--- src/rtl/wide_addsub_seq_pkg.sv ---
// Shared types and constants for the wide add/subtract sequencer.
package wide_addsub_pkg;

  localparam int unsigned DefaultW     = 64;
  localparam int unsigned DefaultWords = 4;

  localparam logic ModeAdd = 1'b0;
  localparam logic ModeSub = 1'b1;

  typedef enum logic [1:0] {
    StIdle,
    StRun,
    StDone
  } state_e;

endpackage

--- src/rtl/wide_addsub_seq_if.sv ---
// Command/result bus of the wide add/subtract sequencer.
interface wide_addsub_seq_if #(
  parameter int unsigned W     = wide_addsub_pkg::DefaultW,
  parameter int unsigned WORDS = wide_addsub_pkg::DefaultWords
);

  localparam int unsigned N = W * WORDS;

  logic         in_valid;
  logic         in_ready;
  logic [N-1:0] a;
  logic [N-1:0] b;
  logic         mode;
  logic         out_valid;
  logic         out_ready;
  logic [N-1:0] result;
  logic         SF;
  logic         CF;
  logic         OF;
  logic         PF;
  logic         ZF;

  modport master (
    output in_valid, a, b, mode, out_ready,
    input  in_ready, out_valid, result, SF, CF, OF, PF, ZF
  );

  modport slave (
    input  in_valid, a, b, mode, out_ready,
    output in_ready, out_valid, result, SF, CF, OF, PF, ZF
  );

endinterface

--- src/rtl/wide_addsub_seq_add64_slice.sv ---
// Combinational W-bit adder slice; also exposes the carry into the MSB for overflow.
module add64_slice #(
  parameter int unsigned W = 64
) (
  input  logic [W-1:0] x,
  input  logic [W-1:0] y,
  input  logic         cin,
  output logic [W-1:0] sum,
  output logic         cout,
  output logic         c_msb
);

  logic [W-1:0] low;
  logic [1:0]   high;

  // Split the add so the carry into the top bit is visible.
  assign low   = {1'b0, x[W-2:0]} + {1'b0, y[W-2:0]} + W'(cin);
  assign c_msb = low[W-1];
  assign high  = {1'b0, x[W-1]} + {1'b0, y[W-1]} + {1'b0, c_msb};
  assign sum   = {high[0], low[W-2:0]};
  assign cout  = high[1];

endmodule

--- src/rtl/wide_addsub_seq.sv ---
// Multi-precision add/subtract sequencer: one W-bit slice, WORDS passes, LS word first.
// Optional flag logic enabled by defining WIDE_ADDSUB_FLAGS_EN; otherwise flags read 0.
module wide_addsub_seq
  import wide_addsub_pkg::*;
#(
  parameter int unsigned W     = DefaultW,
  parameter int unsigned WORDS = DefaultWords
) (
  input logic              clk,
  input logic              rst_n,
  wide_addsub_seq_if.slave bus
);

  localparam int unsigned N    = W * WORDS;
  localparam int unsigned IdxW = (WORDS > 1) ? $clog2(WORDS) : 1;
  localparam logic [IdxW-1:0] LastIdx = IdxW'(WORDS - 1);

  state_e          state_q, state_d;
  logic [N-1:0]    a_q, a_d;
  logic [N-1:0]    b_q, b_d;
  logic [N-1:0]    acc_q, acc_d;
  logic [N-1:0]    result_q, result_d;
  logic            mode_q, mode_d;
  logic            carry_q, carry_d;
  logic            out_valid_q, out_valid_d;
  logic [IdxW-1:0] idx_q, idx_d;

  logic [W-1:0]    slice_x, slice_y, slice_sum;
  logic            slice_cout;
  logic [N-1:0]    res_full;
`ifdef WIDE_ADDSUB_FLAGS_EN
  logic            slice_cmsb;
`endif

  // Subtract is A + ~B + 1: invert B and seed the carry with the mode.
  assign slice_x = a_q[idx_q*W +: W];
  assign slice_y = b_q[idx_q*W +: W] ^ {W{mode_q == ModeSub}};

  add64_slice #(
    .W (W)
  ) u_slice (
    .x     (slice_x),
    .y     (slice_y),
    .cin   (carry_q),
    .sum   (slice_sum),
    .cout  (slice_cout),
`ifdef WIDE_ADDSUB_FLAGS_EN
    .c_msb (slice_cmsb)
`else
    .c_msb ()
`endif
  );

  assign bus.in_ready  = (state_q == StIdle);
  assign bus.out_valid = out_valid_q;
  assign bus.result    = result_q;

  // FSM next-state and datapath updates.
  always_comb begin
    state_d     = state_q;
    a_d         = a_q;
    b_d         = b_q;
    mode_d      = mode_q;
    carry_d     = carry_q;
    idx_d       = idx_q;
    acc_d       = acc_q;
    result_d    = result_q;
    out_valid_d = out_valid_q;
    res_full    = acc_q;
    res_full[idx_q*W +: W] = slice_sum;

    unique case (state_q)
      StIdle: begin
        if (bus.in_valid) begin
          a_d     = bus.a;
          b_d     = bus.b;
          mode_d  = bus.mode;
          idx_d   = '0;
          carry_d = (bus.mode == ModeAdd) ? 1'b0 : 1'b1;
          state_d = StRun;
        end
      end
      StRun: begin
        acc_d   = res_full;
        carry_d = slice_cout;
        idx_d   = idx_q + IdxW'(1);
        if (idx_q == LastIdx) begin
          // Visible result only updates on entry to DONE.
          result_d    = res_full;
          out_valid_d = 1'b1;
          idx_d       = '0;
          state_d     = StDone;
        end
      end
      StDone: begin
        if (bus.out_ready) begin
          out_valid_d = 1'b0;
          state_d     = StIdle;
        end
      end
      default: state_d = StIdle;
    endcase
  end

  // State, operand and result registers.
  always_ff @(posedge clk or negedge rst_n) begin
    if (!rst_n) begin
      state_q     <= StIdle;
      a_q         <= '0;
      b_q         <= '0;
      acc_q       <= '0;
      result_q    <= '0;
      mode_q      <= 1'b0;
      carry_q     <= 1'b0;
      out_valid_q <= 1'b0;
      idx_q       <= '0;
    end else begin
      state_q     <= state_d;
      a_q         <= a_d;
      b_q         <= b_d;
      acc_q       <= acc_d;
      result_q    <= result_d;
      mode_q      <= mode_d;
      carry_q     <= carry_d;
      out_valid_q <= out_valid_d;
      idx_q       <= idx_d;
    end
  end

`ifdef WIDE_ADDSUB_FLAGS_EN
  logic sf_q, cf_q, of_q, pf_q, zf_q, zero_q;
  logic slice_zero;

  assign slice_zero = (slice_sum == '0);

  // Running zero accumulator and flag capture on the final slice.
  always_ff @(posedge clk or negedge rst_n) begin
    if (!rst_n) begin
      zero_q <= 1'b0;
      sf_q   <= 1'b0;
      cf_q   <= 1'b0;
      of_q   <= 1'b0;
      pf_q   <= 1'b0;
      zf_q   <= 1'b0;
    end else if (state_q == StIdle && bus.in_valid) begin
      zero_q <= 1'b1;
    end else if (state_q == StRun) begin
      zero_q <= zero_q & slice_zero;
      if (idx_q == LastIdx) begin
        sf_q <= res_full[N-1];
        cf_q <= slice_cout ^ (mode_q != ModeAdd);
        of_q <= slice_cmsb ^ slice_cout;
        pf_q <= ~^res_full[7:0];
        zf_q <= zero_q & slice_zero;
      end
    end
  end

  assign bus.SF = sf_q;
  assign bus.CF = cf_q;
  assign bus.OF = of_q;
  assign bus.PF = pf_q;
  assign bus.ZF = zf_q;
`else
  assign bus.SF = 1'b0;
  assign bus.CF = 1'b0;
  assign bus.OF = 1'b0;
  assign bus.PF = 1'b0;
  assign bus.ZF = 1'b0;
`endif

endmodule

--- src/flat_wrapper.sv ---
// flat-port wrapper written by rule: the top's interface ports become plain ports
module wide_addsub_seq_flat import wide_addsub_pkg::*;
#(
  parameter int unsigned W     = DefaultW,
  parameter int unsigned WORDS = DefaultWords
)
  (clk, rst_n, bus_in_valid, bus_a, bus_b, bus_mode, bus_out_ready, bus_in_ready, bus_out_valid, bus_result, bus_SF, bus_CF, bus_OF, bus_PF, bus_ZF);
  wide_addsub_seq_if #(.W(W), .WORDS(WORDS)) bus_i ();
  input logic clk;
  input logic rst_n;
  input wire logic [$bits(bus_i.in_valid)-1:0] bus_in_valid;
  input wire logic [$bits(bus_i.a)-1:0] bus_a;
  input wire logic [$bits(bus_i.b)-1:0] bus_b;
  input wire logic [$bits(bus_i.mode)-1:0] bus_mode;
  input wire logic [$bits(bus_i.out_ready)-1:0] bus_out_ready;
  output wire logic [$bits(bus_i.in_ready)-1:0] bus_in_ready;
  output wire logic [$bits(bus_i.out_valid)-1:0] bus_out_valid;
  output wire logic [$bits(bus_i.result)-1:0] bus_result;
  output wire logic [$bits(bus_i.SF)-1:0] bus_SF;
  output wire logic [$bits(bus_i.CF)-1:0] bus_CF;
  output wire logic [$bits(bus_i.OF)-1:0] bus_OF;
  output wire logic [$bits(bus_i.PF)-1:0] bus_PF;
  output wire logic [$bits(bus_i.ZF)-1:0] bus_ZF;
  assign bus_i.in_valid = bus_in_valid;
  assign bus_i.a = bus_a;
  assign bus_i.b = bus_b;
  assign bus_i.mode = bus_mode;
  assign bus_i.out_ready = bus_out_ready;
  assign bus_in_ready = bus_i.in_ready;
  assign bus_out_valid = bus_i.out_valid;
  assign bus_result = bus_i.result;
  assign bus_SF = bus_i.SF;
  assign bus_CF = bus_i.CF;
  assign bus_OF = bus_i.OF;
  assign bus_PF = bus_i.PF;
  assign bus_ZF = bus_i.ZF;
  wide_addsub_seq #(.W(W), .WORDS(WORDS)) u_core (.clk(clk), .rst_n(rst_n), .bus(bus_i));
endmodule
--- config.mk ---
export PLATFORM = sky130hd
export DESIGN_NAME = wide_addsub_seq_flat
export DESIGN_NICKNAME = d
export VERILOG_FILES = /design/src/rtl/wide_addsub_seq_pkg.sv /design/src/rtl/wide_addsub_seq_if.sv /design/src/rtl/wide_addsub_seq_add64_slice.sv /design/src/rtl/wide_addsub_seq.sv /design/src/flat_wrapper.sv
export SDC_FILE = /design/constraint.sdc
export NUM_CORES = 2
export LEC_CHECK = 0
export BUFFER_PORTS_ARGS = -buffer_cell sky130_fd_sc_hd__buf_2
export CAP_MARGIN = 20
export CORE_AREA = 2 2 327 329
export CTS_CLUSTER_SIZE = 25
export DETAILED_ROUTE_END_ITERATION = 10
export DIE_AREA = 0 0 329 331
export PLACE_DENSITY = 0.75
export SLEW_MARGIN = 20
export SYNTH_ARGS = -nofsm -noshare
export SYNTH_HDL_FRONTEND = slang
export SYNTH_SLANG_ARGS = --single-unit
--- constraint.sdc ---
create_clock -name clk -period 7.56 [get_ports clk]
set_input_delay 1.512 -clock clk [delete_from_list [all_inputs] [get_ports clk]]
set_output_delay 1.512 -clock clk [all_outputs]
set_load 0.02 [all_outputs]
==> impl_results.md <==
- Critical path arrival: 6.51 ns
- Total number of H-tree levels: 3
- Via count: 40000
- TritonCTS clock tree: built
- Share of the cycle needed by the critical path after routing: ~78%
- Worst setup path startpoint: u_core.idx_q[0]
- HPWL after detailed placement: ~110000 um
- Number of max-cap violations: 0
- Clock network latency to the later pin of the worst-skew pair: about 0.7 ns
- Average wire length per cell after detail routing: 23.7 um
- Final period demand of the worst path: between 5 and 6 ns
- Clock skew after layout: about 0.034 ns
- Startpoint-to-endpoint class of the critical path: flip-flop to flip-flop
- Fill cell instance count of the final layout: 9365
- Boundary pin count: between 700 and 800
- Kind of launch point of the worst setup path: flip-flop
- Worst Path Max Fanout: 39
- Number of resized instances in the post-cts repair step: 0
- Final slew viol count: 0
- Number of hold violations in the final report: 0
- Area of the core region: 0.105 mm2
- Number of cells after detailed placement: between 6000 and 7000
- Final routed DRC violation total: 0
- # clock sinks: ~1000
- Number of search-and-repair iterations in the first detailed-routing pass: 6
- Mean cell area of the mapped netlist: ~9.8 um2
- Post-synth top flop: sky130_fd_sc_hd__dfrtp_1
- EDFF count, synth: 0
- Post-synth design cell area: roughly 0.047 mm2
- Post-CTS setup buffer count: 0
- Clock Tree Buf Depth: 3
- Global placement routability congestion: roughly 0.95
- Hold/Removal Path Class: flip-flop to flip-flop
- CTS Buf Count: 108
- Number of synthesized register bits: 1031
- Number of distinct library cell variants in the gate-level netlist after synthesis: slightly above 80
- Number of standard cells in the final layout excluding fillers: 6903
- Critical R2R Launch: u_core.idx_q[0]
- P&R area growth vs syn: 18.1%
- Per-cell via count in the routed design: 5.79
- CTS Root Buffer Type: sky130_fd_sc_hd__clkbuf_16
- Final hold slack: about 0.47 ns
- Height of the die: approximately 330 um
- Run status: completed
- Nets: about 6000
- Slew Limit Headroom: 18.4%
- CP Data Required Time: between 8 and 9 ns
- Hold Crit Start: u_core.b_q[246]
- Global-route usage over all layers: a little under 30%
- Die Outline Area: between 0.1 and 0.15 mm2
- Number of routed nets with antenna violations: 0
- Number of global-route vias before repair: a little under 40000
- Setup TNS: 0 ns
- Standard-cell rows: 119
- Endpoint kind of the worst setup timing path: flip-flop
- Largest net degree at the start of global routing: approximately 220
- Async set-reset flop share out of synthesis: between 90% and 100%
- Top cells by instance count after synthesis: sky130_fd_sc_hd__nand2_1 (1674), sky130_fd_sc_hd__dfrtp_1 (1031), sky130_fd_sc_hd__nor2_1 (455), sky130_fd_sc_hd__clkbuf_1 (315), sky130_fd_sc_hd__a22o_1 (214)
- Dominant cell type by area after synthesis: sky130_fd_sc_hd__dfrtp_1
- Horizontal die dimension: about 330 um
- Final setup violating endpoints: 0
- Post-Syn Instances: slightly below 5000
- GR Overflow Total: 0
- Quantity of I/O buffers inserted on ports: about 770
- Leading cell type by number of instances after synthesis: sky130_fd_sc_hd__nand2_1
- Share of Yosys cell area claimed by the top area cell type: about 55%
- Initial antenna violation count: 23
- Effective utilization at floorplan: 45.0%
- # hold bufs at CTS: 0
- Clock-pin slew of the registers on the worst-case setup and hold paths: ~0.07 ns
- Slew at the pin with the worst max-slew slack: roughly 1.2 ns
- Largest cells by area after synthesis: sky130_fd_sc_hd__dfrtp_1 (55%), sky130_fd_sc_hd__nand2_1 (13%), sky130_fd_sc_hd__mux4_2 (6.1%)
- Sequential cell area fraction in the yosys report: a little over half
- Setup repair after global routing missed its margin: false
- Maximum frequency from static timing analysis: 170 MHz
- Iter 0 DRT Violations: between 4000 and 5000
- Fraction of layout instances using a drive strength above 1: 21.7%
- First-pass GRT wire length: roughly 240000 um
- Synth warn: 0
- Final routed wirelength across all metal layers: around 160000 um
[routing by layer]
layer	global-route usage (%)	wire (um)	vias up
met5	0	92	-
met4	10.6	5640	16
met3	5.86	15000	298
met2	45.3	74700	2144
met1	41.8	68100	19900
li1	-	-	17600
[flip-flops by register name, indices dropped and copies added, names as in the netlist]
signal and flops:
u_core.mode_q 1, u_core.idx_q 2, u_core.bus.out_valid 1, u_core.carry_q 1
u_core.acc_q 256, u_core.a_q 256, u_core.b_q 256, u_core.state_q 2
u_core.bus.result 256
[area by class of cell]
cell class / instances / area, um2 / area share, %
Sequential cell: 1031 / 25800 / 46.3
Multi-Input combinational cell: 3408 / 20100 / 36.1
Timing Repair Buffer: 837 / 4480 / 8.04
Clock buffer: 161 / 3180 / 5.69
Tap cell: 1391 / 1740 / 3.12
Clock inverter: 29 / 260 / 0.467
Inverter: 34 / 128 / 0.229
Antenna cell: 12 / 30.0 / 0.0538
[logic make-up (layout without fill, tap and decap cells)]
logic type | count (synthesis) | after routing | share of synthesized area, %
muxes | 137 | 137 | 6.29
AOI/OAI and AO/OA | 792 | 792 | 12.7
and+or+nand+nor | 2280 | 2280 | 19.0
other | 1 | 17 | 0.00794
xor gates and xnor gates | 123 | 123 | 2.34
adders and majority gates | 71 | 71 | 1.93
DFF | 1031 | 1031 | 54.6
buffers and inverters | 379 | 1061 | 3.11
[path summary, 6_finish.rpt]
kind	end	slack [ns]	depth (start not counted)
max	u_core.bus.result[114]	1.67	15
min	u_core.b_q[246]	0.47	2
max reg2reg	u_core.bus.result[114]	1.67	15
min reg2reg	u_core.b_q[246]	0.47	2
max in group asynchronous	u_core.bus.result[110]	5.10	3
min in group asynchronous	u_core.bus.result[131]	0.82	1
[critical path, stage by stage (launching register included)]
cell and delay, ns:
sky130_fd_sc_hd__dfrtp_4 1.00, sky130_fd_sc_hd__mux4_2 0.61, sky130_fd_sc_hd__xnor2_1 0.23, sky130_fd_sc_hd__fa_1 0.32, sky130_fd_sc_hd__inv_1 0.09, sky130_fd_sc_hd__fa_1 0.42, sky130_fd_sc_hd__a21o_1 0.23, sky130_fd_sc_hd__a221oi_2 0.40
sky130_fd_sc_hd__o21ai_1 0.21, sky130_fd_sc_hd__a221oi_2 0.36, sky130_fd_sc_hd__o21ai_2 0.19, sky130_fd_sc_hd__a31oi_4 0.33, sky130_fd_sc_hd__o31ai_4 0.12, sky130_fd_sc_hd__xor2_1 0.82, sky130_fd_sc_hd__a221oi_1 0.23, sky130_fd_sc_hd__nor2_1 0.15
[stage by stage]
| step | worst slack (ns) | cell area [um2] | util [%] |
|---|---|---|---|
| 2_1_floorplan | 1.93 | 47200 | - |
| 3_3_place_gp | 1.76 | 52200 | 49.7 |
| 3_5_place_dp | 1.74 | 52200 | 49.8 |
| 4_1_cts | 1.70 | 55700 | 53.0 |
| 5_1_grt | 1.30 | 55800 | 53.1 |
| 6_report | 1.67 | 55800 | 53.1 |
[cells in the final DEF (no fill, tap or decap), types with 13 or more instances in the layout]
| cell type | Yosys | layout |
|---|---|---|
| sky130_fd_sc_hd__nand2_1 | 1674 | 1668 |
| sky130_fd_sc_hd__dfrtp_1 | 1031 | 1028 |
| sky130_fd_sc_hd__buf_2 | 7 | 773 |
| sky130_fd_sc_hd__nor2_1 | 455 | 451 |
| sky130_fd_sc_hd__a22o_1 | 214 | 214 |
| sky130_fd_sc_hd__a221oi_1 | 194 | 194 |
| sky130_fd_sc_hd__a21oi_1 | 138 | 138 |
| sky130_fd_sc_hd__mux4_2 | 128 | 128 |
| sky130_fd_sc_hd__clkbuf_16 | 0 | 111 |
| sky130_fd_sc_hd__o21ai_0 | 110 | 110 |
| sky130_fd_sc_hd__xor2_1 | 85 | 82 |
| sky130_fd_sc_hd__ha_1 | 68 | 68 |
| sky130_fd_sc_hd__and3_1 | 53 | 52 |
| sky130_fd_sc_hd__buf_4 | 8 | 52 |
| sky130_fd_sc_hd__inv_1 | 31 | 29 |
| sky130_fd_sc_hd__clkbuf_1 | 315 | 29 |
| sky130_fd_sc_hd__xnor2_1 | 34 | 27 |
| sky130_fd_sc_hd__nand4_1 | 23 | 23 |
| sky130_fd_sc_hd__a21o_1 | 21 | 21 |
| sky130_fd_sc_hd__clkbuf_8 | 0 | 21 |
| sky130_fd_sc_hd__o21bai_1 | 16 | 16 |
| sky130_fd_sc_hd__nand3_1 | 16 | 16 |
| sky130_fd_sc_hd__o21ai_1 | 14 | 14 |
| sky130_fd_sc_hd__clkinv_2 | 0 | 13 |
Power is left out: the tool's default activity adds up to more than one toggle a clock period on the data nets, which glitch-free logic cannot reach.
